[src/rtl/rr_arb_pkg.sv]
// Shared definitions for the round-robin lock arbiter: FSM state encoding
// and the default watchdog limit.
package rr_arb_pkg;

  typedef enum logic {
    IDLE   = 1'b0,
    LOCKED = 1'b1
  } arb_state_e;

  // Cycles the granted requester may hold its request low before the
  // watchdog forces the lock open.
  localparam int DEFAULT_TIMEOUT = 16;

endpackage : rr_arb_pkg

[src/rtl/rr_pick.sv]
// Combinational rotating-priority selector. Returns the first index at or
// after ptr (wrapping modulo N) whose request is set and not masked.
module rr_pick #(
  parameter  int N     = 10,
  localparam int IDX_W = $clog2(N)
) (
  input  logic [N-1:0]     req,
  input  logic [N-1:0]     mask,
  input  logic [IDX_W-1:0] ptr,
  output logic             found,
  output logic [IDX_W-1:0] idx
);

  logic [N-1:0]     eligible;
  int               pos;
  logic [IDX_W-1:0] pos_idx;

  assign eligible = req & ~mask;

  // Scan from the farthest offset back toward ptr so the nearest eligible
  // index is the one left standing when the loop ends.
  always_comb begin
    // NOTE: every output gets a default before the loop so no path through
    // this block can leave a value unassigned and infer a latch.
    found   = 1'b0;
    idx     = '0;
    pos     = 0;
    pos_idx = '0;
    for (int i = N - 1; i >= 0; i--) begin
      pos = int'(ptr) + i;
      if (pos >= N) begin
        pos = pos - N;
      end
      pos_idx = IDX_W'(pos);
      if (eligible[pos_idx]) begin
        found = 1'b1;
        idx   = pos_idx;
      end
    end
  end

endmodule : rr_pick

[src/rtl/rr_lock_arbiter.sv]
// Round-robin arbiter that locks the shared target to one requester for a
// whole multi-beat transaction. The lock opens on an accepted last beat or
// when the watchdog sees the owner idle for TIMEOUT consecutive cycles; on
// release the grant moves straight to the next requester with no bubble,
// excluding the one that just finished.
module rr_lock_arbiter
  import rr_arb_pkg::*;
#(
  parameter  int N       = 10,
  parameter  int TIMEOUT = DEFAULT_TIMEOUT,
  localparam int IDX_W   = $clog2(N),
  localparam int TO_W    = $clog2(TIMEOUT + 1)
) (
  input  logic             i_clk,
  input  logic             i_rst,
  input  logic [N-1:0]     i_req,
  input  logic [N-1:0]     i_last,
  input  logic             i_ready,
  output logic [N-1:0]     o_grant,
  output logic [IDX_W-1:0] o_grant_idx,
  output logic             o_valid,
  output logic             o_busy,
  output logic             o_timeout
);

  arb_state_e       state_q, state_d;
  logic [IDX_W-1:0] ptr_q, ptr_d;
  logic [N-1:0]     grant_q, grant_d;
  logic [IDX_W-1:0] grant_idx_q, grant_idx_d;
  logic [TO_W-1:0]  wdog_q, wdog_d;
  logic             timeout_q, timeout_d;

  logic             owner_req;
  logic             owner_last;
  logic [IDX_W-1:0] rel_ptr;
  logic [IDX_W-1:0] pick_ptr;
  logic [N-1:0]     pick_mask;
  logic             pick_found;
  logic [IDX_W-1:0] pick_idx;
  logic             release_beat;
  logic             release_to;

  // Owner's request/last and the pointer it would hand over on release.
  always_comb begin
    owner_req  = i_req[grant_idx_q];
    owner_last = i_last[grant_idx_q];
    rel_ptr    = (grant_idx_q == IDX_W'(N - 1)) ? '0 : grant_idx_q + 1'b1;
  end

  // While locked, the selector looks ahead from the post-release pointer
  // with the current owner masked out; while idle it scans everyone from ptr.
  always_comb begin
    if (state_q == LOCKED) begin
      pick_ptr  = rel_ptr;
      pick_mask = N'(1) << grant_idx_q;
    end else begin
      pick_ptr  = ptr_q;
      pick_mask = '0;
    end
  end

  rr_pick #(
    .N (N)
  ) u_pick (
    .req   (i_req),
    .mask  (pick_mask),
    .ptr   (pick_ptr),
    .found (pick_found),
    .idx   (pick_idx)
  );

  // Next-state logic: arbitration from IDLE, lock hold, watchdog and release.
  always_comb begin
    state_d      = state_q;
    ptr_d        = ptr_q;
    grant_d      = grant_q;
    grant_idx_d  = grant_idx_q;
    wdog_d       = wdog_q;
    timeout_d    = 1'b0;
    release_beat = 1'b0;
    release_to   = 1'b0;

    unique case (state_q)
      IDLE: begin
        if (pick_found) begin
          state_d     = LOCKED;
          grant_d     = N'(1) << pick_idx;
          grant_idx_d = pick_idx;
          wdog_d      = '0;
        end
      end

      LOCKED: begin
        // An accepted last beat implies the owner's request is high, so it
        // always wins over a watchdog expiry in the same cycle.
        if (owner_req && i_ready && owner_last) begin
          release_beat = 1'b1;
        end else if (!owner_req) begin
          if (wdog_q >= TO_W'(TIMEOUT - 1)) begin
            release_to = 1'b1;
          end else begin
            wdog_d = wdog_q + 1'b1;
          end
        end else begin
          wdog_d = '0;
        end

        if (release_beat || release_to) begin
          timeout_d = release_to;
          ptr_d     = rel_ptr;
          wdog_d    = '0;
          if (pick_found) begin
            grant_d     = N'(1) << pick_idx;
            grant_idx_d = pick_idx;
          end else begin
            state_d     = IDLE;
            grant_d     = '0;
            grant_idx_d = '0;
          end
        end
      end

      default: begin
        state_d     = IDLE;
        grant_d     = '0;
        grant_idx_d = '0;
      end
    endcase
  end

  // State registers with synchronous reset; reset drops any grant at once.
  always_ff @(posedge i_clk) begin
    // NOTE: sequential state uses non-blocking assignments so every flop
    // samples the pre-edge values regardless of statement order.
    if (i_rst) begin
      state_q     <= IDLE;
      ptr_q       <= '0;
      grant_q     <= '0;
      grant_idx_q <= '0;
      wdog_q      <= '0;
      timeout_q   <= 1'b0;
    end else begin
      state_q     <= state_d;
      ptr_q       <= ptr_d;
      grant_q     <= grant_d;
      grant_idx_q <= grant_idx_d;
      wdog_q      <= wdog_d;
      timeout_q   <= timeout_d;
    end
  end

  assign o_grant     = grant_q;
  assign o_grant_idx = grant_idx_q;
  assign o_busy      = (state_q == LOCKED);
  assign o_timeout   = timeout_q;
  assign o_valid     = o_busy & i_req[grant_idx_q];

endmodule : rr_lock_arbiter
[config.mk]
export PLATFORM = sky130hd
export DESIGN_NAME = rr_lock_arbiter
export DESIGN_NICKNAME = d
export VERILOG_FILES = /design/src/rtl/rr_arb_pkg.sv /design/src/rtl/rr_pick.sv /design/src/rtl/rr_lock_arbiter.sv
export SDC_FILE = /design/constraint.sdc
export NUM_CORES = 1
export LEC_CHECK = 0
export BUFFER_PORTS_ARGS = -buffer_cell sky130_fd_sc_hd__buf_2
export CORE_ASPECT_RATIO = 1.75
export CORE_MARGIN = 2
export CORE_UTILIZATION = 45
export DETAILED_ROUTE_END_ITERATION = 6
export PLACE_DENSITY = 0.66
export SYNTH_ARGS = -nofsm -noshare
export SYNTH_HDL_FRONTEND = slang
export SYNTH_SLANG_ARGS = --single-unit
[constraint.sdc]
create_clock -name i_clk -period 6.6 [get_ports i_clk]
set_input_delay 0.66 -clock i_clk [delete_from_list [all_inputs] [get_ports i_clk]]
set_output_delay 0.66 -clock i_clk [all_outputs]
set_load 0.005 [all_outputs]
# Word-level counts from Yosys, hierarchy flattened
# Cells that the tools add are included.
[classes] n_lt_le_gt_ge=22 n_addsub=21 n_reduce_logical=7 shifts=2 n_eq_ne=5 muxes=80 n_bitwise=5
[op_table] operator="2-to-1 mux 4 bit" count=25
[op_table] operator="less-than comparator 4 x 5 -> 1 bit, second input constant" count=11
[op_table] operator=">= comparator 5 x 4 -> 1 bit, second input constant" count=10
[op_table] operator="binary-select mux 1 bit (select 4 bit)" count=12
[op_table] operator="2-to-1 mux 10 bit" count=4
[op_table] operator="subtractor 4 bit, second input constant" count=10
[op_table] operator="2-to-1 mux 1 bit" count=30
[op_table] operator="2-to-1 mux 5 bit" count=5
[op_table] operator="adder 4 x 3 -> 5 bit, second input constant" count=4
[op_table] operator="case mux 10 bit (2 select lines)" count=1
[op_table] operator="left shift 1 x 4 -> 10 bit, first input constant" count=2
[op_table] operator="adder 4 x 2 -> 5 bit, second input constant" count=2
[op_table] operator="adder 4 x 4 -> 5 bit, second input constant" count=2
[op_table] operator="AND 10 bit" count=1
[op_table] operator="inverter 10 bit" count=1
[op_table] operator="case mux 5 bit (2 select lines)" count=1
[op_table] operator="case mux 4 bit (2 select lines)" count=1
[op_table] operator="adder 4 x 1 -> 5 bit, second input constant" count=1
[op_table] operator="adder 5 x 1 -> 5 bit, second input constant" count=1
[op_table] operator="adder 4 x 1 -> 4 bit, second input constant" count=1
[op_table] operator="equality test 4 bit, second input constant" count=1
[op_table] operator=">= comparator 4 bit, second input constant" count=1
[op_table] operator="!= test 4 x 3 -> 1 bit, second input constant" count=1
[op_table] operator="AND reduction 2 bit" count=2
[op_table] operator="other kinds (10)" count=12
[word_totals] input_bits=23 regBits=25 wordCells=148

# Depth between registers and ports, before layout
[depth] word_depth=22 ltp_mapped=28

# Cells and area by module
# Synthesis repeated with hierarchy kept, for this count alone.
[hier_totals] cells_unflattened=603 hier_area_um2=4468.0
[by_module_without_submodules] mod="rr_pick" seq_area_each_um2=0.0 instances=1 cells_each=401 area_each_um2=2872.8
[by_module_without_submodules] mod="rr_lock_arbiter" seq_area_each_um2=500.5 instances=1 cells_each=202 area_each_um2=1595.3

# Worst setup path before layout
# Ideal clock, no wire load.
[synth_path] path_kind="register to register" start="register grant_idx_q[1], in the netlist o_grant_idx[1]" end="register grant_q[1], in the netlist o_grant[1]" t_required_ps=6483 n_path_buf=4 path_stages_with_launch=22 setup_ps=117 t_arrival_ps=5348 path_slack_ps=1135 cell_sequence="dfxtp_1 buf_4 clkbuf_1 and2_1 ha_1 nand2b_1 o21ai_1 buf_2 ha_1 inv_1 a21oi_1 a21oi_2 o32ai_4 mux2i_1 a211oi_1 a211o_1 or4b_1 a2111o_1 and4b_1 clkbuf_2 nor2b_1 a22o_1"
[synth_via] elab_chain_len=22 word_cells_on_any_way=107 classes_between="add/sub (20); order compare (10); eq/ne (3); shift (2); mux (66); bitwise (2); reduce/logical (4)"
[synth_lines] element="start: declaration" line_no="rr_lock_arbiter.sv:29" rtl="logic [IDX_W-1:0] grant_idx_q, grant_idx_d;"
[synth_lines] element="start signal: assignment" line_no="rr_lock_arbiter.sv:146" rtl="grant_idx_q <= grant_idx_d;"
[synth_lines] element="adder 4 x 1 -> 4 bit or equality test 4 bit (tied branches)" line_no="rr_lock_arbiter.sv:47" rtl="rel_ptr = (grant_idx_q == IDX_W'(N - 1)) ? '0 : grant_idx_q + 1'b1;"
[synth_lines] element="2-to-1 mux 4 bit" line_no="rr_lock_arbiter.sv:47"
[synth_lines] element="2-to-1 mux 4 bit" line_no="rr_lock_arbiter.sv:53" rtl="if (state_q == LOCKED) begin"
[synth_lines] element="adder 4 x 4 -> 5 bit" line_no="rr_pick.sv:30" rtl="pos = int'(ptr) + i;"
[synth_lines] element="subtractor 4 bit or >= comparator 5 x 4 -> 1 bit (tied branches)" line_no="rr_pick.sv:32, rr_pick.sv:31"
[synth_lines] element="2-to-1 mux 4 bit" line_no="rr_pick.sv:31" rtl="if (pos >= N) begin"
[synth_lines] element="binary-select mux 1 bit (select 4 bit)" line_no="rr_pick.sv:35" rtl="if (eligible[pos_idx]) begin"
[synth_lines] element="2-to-1 mux 1 bit (implied by the code)" line_no="rr_pick.sv:35"
[synth_lines] element="2-to-1 mux 4 bit (10 in a row)" line_no="rr_pick.sv:35"
[synth_lines] element="left shift 1 x 4 -> 10 bit" line_no="rr_lock_arbiter.sv:87, rr_lock_arbiter.sv:113"
[synth_lines] element="2-to-1 mux 10 bit" line_no="rr_lock_arbiter.sv:112" rtl="if (pick_found) begin"
[synth_lines] element="2-to-1 mux 10 bit" line_no="rr_lock_arbiter.sv:108" rtl="if (release_beat || release_to) begin"
[synth_lines] element="case mux 10 bit (2 select lines)" line_no="rr_lock_arbiter.sv:83" rtl="unique case (state_q)"
[synth_lines] element="end signal: assignment" line_no="rr_lock_arbiter.sv:145" rtl="grant_q <= grant_d;"
[synth_lines] element="end: declaration" line_no="rr_lock_arbiter.sv:28" rtl="logic [N-1:0] grant_q, grant_d;"
# Parallel ways exist; a longest one is shown, timed or not. The select of a mux whose other input is x is not followed.
# A chain may end at the register's enable or synchronous reset.

# Worst setup path in the final report
# Ends and elaborated chain as after synthesis.

==> impl_results.md <==
* Crit path top cell by count: buf_4
* Total nets after synthesis at 693
* Crit path capture type: register
* Final slew viol count at 0
* Starting Density at 45.8%
* Slowest stage delay, CP at 640 ps
* Post-CTS Resized at 0
* Flops & latches, synth at 25
* Kind of start point of the critical path: register
* Delay-heaviest family, CP: simple AND/OR/NAND/NOR gates
* Clk slew on worst S/H paths at 60 ps
* Row cnt at 50
* Hold wc startpoint: o_grant[3]
* Synth Area per Inst at 7.56 um^2
* CP Data Arrival Time at 6310 ps
* DR WL/cell at 24.0 um
* Drt total wl at 19300 um
* CTS tree: done
* Post-Syn Area at 4870 um^2
* Post-Synth XOR/XNOR Area at 1.62%
* Ys async rst share at 0%
* Hold Buf Count CTS at 0
* Area added between synthesis and finish at 8.76%
* Vias in the first global route at 5617
* Library cells used by synthesis at 100
* Initial DRT Pass Iterations at 5
* Io pins at 40
* Initial antenna violation count at 0
* Slowest cell on crit path: nor2_2
* Setup bufs post-CTS at 0
* Endpoints failing setup at 0
* Area share of fa/ha/maj cells after synthesis at 6.83%
* Main combinational cell family by area after synthesis: compound AO/OA/AOI/OAI gates
* Peak supply drop at 0.277 mV
* Share of cells above drive strength 1 at 17.7%
* Setup CP Type: register to register
* Synth warn at 0
* H-Tree Depth at 1
* RSZ-0062 raised after global routing: false
* Cell leakage power at 0.00209 uW
* Post-synth EDFFs at 0
* Core area at 10600 um^2
* Die height at 142 um
* Commonest non-fill, non-tap cell in the layout: nand2_1
* Total die area at 11700 um^2
* Synth Flop Type: dfxtp_1
* 1st-iter DRT viols at 571
* Crit path buffers/inverters at 4
* Number of diodes at 0
* Crit path cell chain: buf_4 -> nand3b_1 -> a41oi_4 -> nor2_2 -> inv_1 -> buf_4 -> ha_1 -> and2_1 -> a221oi_1 -> mux2_2 -> and3_1 -> a2111o_1 -> a211oi_2 -> nand4_1 -> nor4_2 -> buf_4 -> a21o_1 -> and2b_1 -> a22o_1
* # DRC at 0
* Final Skew at 5.01 ps
* Tcrit/Tclk final at 92.4%
* Critical path peak fanout at 18
* Dpl hpwl at 15500 um
* Setup_tns at 0 ps
* Via count at 5742
* # port buffers at 39
* GRT Total Usage at 33.8%
* Gpl congestion at 0.977
* Clock Sinks at 25
* Worst reg2reg path startpoint: o_grant_idx[1]
* Post-synthesis simple-gate area fraction at 30.2%
* Max Freq at 164 MHz
* Fin crit period at 6100 ps
* Global-route wire length before repair at 29900 um
* CTS max path bufs at 2
* Crit. Startpoint: o_grant_idx[1]
* Outcome: finished, final reports clean
* Nets at 723
* Clk_lat worst skew at 270 ps
* Final hold violation count at 0
* CTS buffer count at 3
* Cells after Synth at 644
* Relative slew slack at 31.9%
* Commonest non-fill, non-tap cells in the layout: nand2_1 (61), nor2_1 (48), buf_2 (39)
* Die width at 82.6 um
* Core Util, Final at 49.8%
* Routed vias/inst at 7.15
* Post-synthesis mux area share at 9.97%
* Sequential share of the synthesized area at 10.3%
* Post-route ant nets at 0
* Grt total ovfl at 0
* Max-cap violations at 0
* Synth Area in Compound Gates at 35.6%
* Pwr per Cell Area at 386 nW/um^2
* Min-Delay Path Class: register to register
* Slew at the pin with the worst max-slew slack at 996 ps
* Clock root buffer: clkbuf_16
* Critical Path RT at 6820 ps
* Largest net degree at the start of global routing at 24
==> metrics by stage <==
stage	hold WS, ps	cell area, um^2	power, uW	setup WS [ps]	cells
2_1_floorplan	456	4870	1400	1130	644
3_3_place_gp	441	5210	1830	793	799
3_5_place_dp	442	5210	1850	648	799
4_1_cts	463	5290	2000	616	803
5_1_grt	475	5300	2190	70.6	803
6_report	462	5300	2040	502	803
==> kinds of logic after synthesis <==
kind of cell / Yosys count
simple gates: 267
buf+inv: 57
xor+xnor: 9
flops: 25
mux: 36
compound gates: 224
fa+ha+maj: 26
==> final timing paths <==
check	slack, ps	cells past startpoint	endpoint
worst min register to register	460	1	o_grant[3]
worst max register to register	500	19	o_grant[1]
worst min-delay path	460	1	o_grant[3]
worst max-delay path	500	19	o_grant[1]
==> cell usage after synthesis, drive strengths merged, types with 7 or more instances <==
master	n	area share, %
a2111oi	7	1.3
a211oi	18	3.0
a21o	10	1.5
a21oi	29	3.1
a22oi	10	1.5
a31oi	13	1.8
and2	13	1.7
buf	20	2.6
clkbuf	17	1.3
dfxtp	25	10
ha	25	6.4
inv	19	1.5
mux2	10	2.3
mux2i	17	3.5
mux4	9	4.2
nand2	62	4.8
nand2b	14	1.8
nand3	22	2.3
nand3b	9	1.4
nor2	50	4.1
nor2b	15	1.9
nor3	22	2.6
o211ai	8	1.2
o21ai	31	3.2
o31ai	12	1.9
or2	9	1.2
or3	10	1.3
xnor2	9	1.6
==> final cells by class <==
type | count | area [um^2]
tap | 130 | 163
clock buffer | 3 | 75.1
multi-input combinational | 562 | 4110
fill | 1098 | 5340
timing repair buffer | 62 | 368
inverter | 20 | 76.3
clock inverter | 1 | 7.51
sequential | 25 | 500
==> per-layer routing <==
| layer | share of wire, % | GRT usage [%] | up-vias |
|---|---|---|---|
| li1 | - | - | 2591 |
| met5 | 0 | 0 | - |
| met4 | 7.9 | 22.8 | 0 |
| met1 | 34 | 36.3 | 2718 |
| met3 | 5.9 | 2.29 | 99 |
| met2 | 52 | 60.4 | 334 |
==> worst register-to-register path: stages, from the launching register on <==
cell and delay (ps):
dfxtp_1 470, buf_4 280, nand3b_1 200, a41oi_4 240
nor2_2 640, inv_1 140, buf_4 240, ha_1 320
and2_1 210, a221oi_1 550, mux2_2 420, and3_1 190
a2111o_1 390, a211oi_2 200, nand4_1 290, nor4_2 360
buf_4 210, a21o_1 160, and2b_1 370, a22o_1 200
==> power by group <==
group / total [uW] / switching (uW) / internal [uW]
Combinational: 1700 / 1060 / 639
Clock: 142 / 59.8 / 82.6
Sequential: 204 / 25.1 / 179
Total: 2040 / 1140 / 901
==> flip-flops by register name (all words and copies together) (netlist names) <==
signal       count
o_grant_idx      4
o_grant         10
wdog_q           5
ptr_q            4
o_busy           1
o_timeout        1
Note: power is estimated with default switching activity, not from simulation.
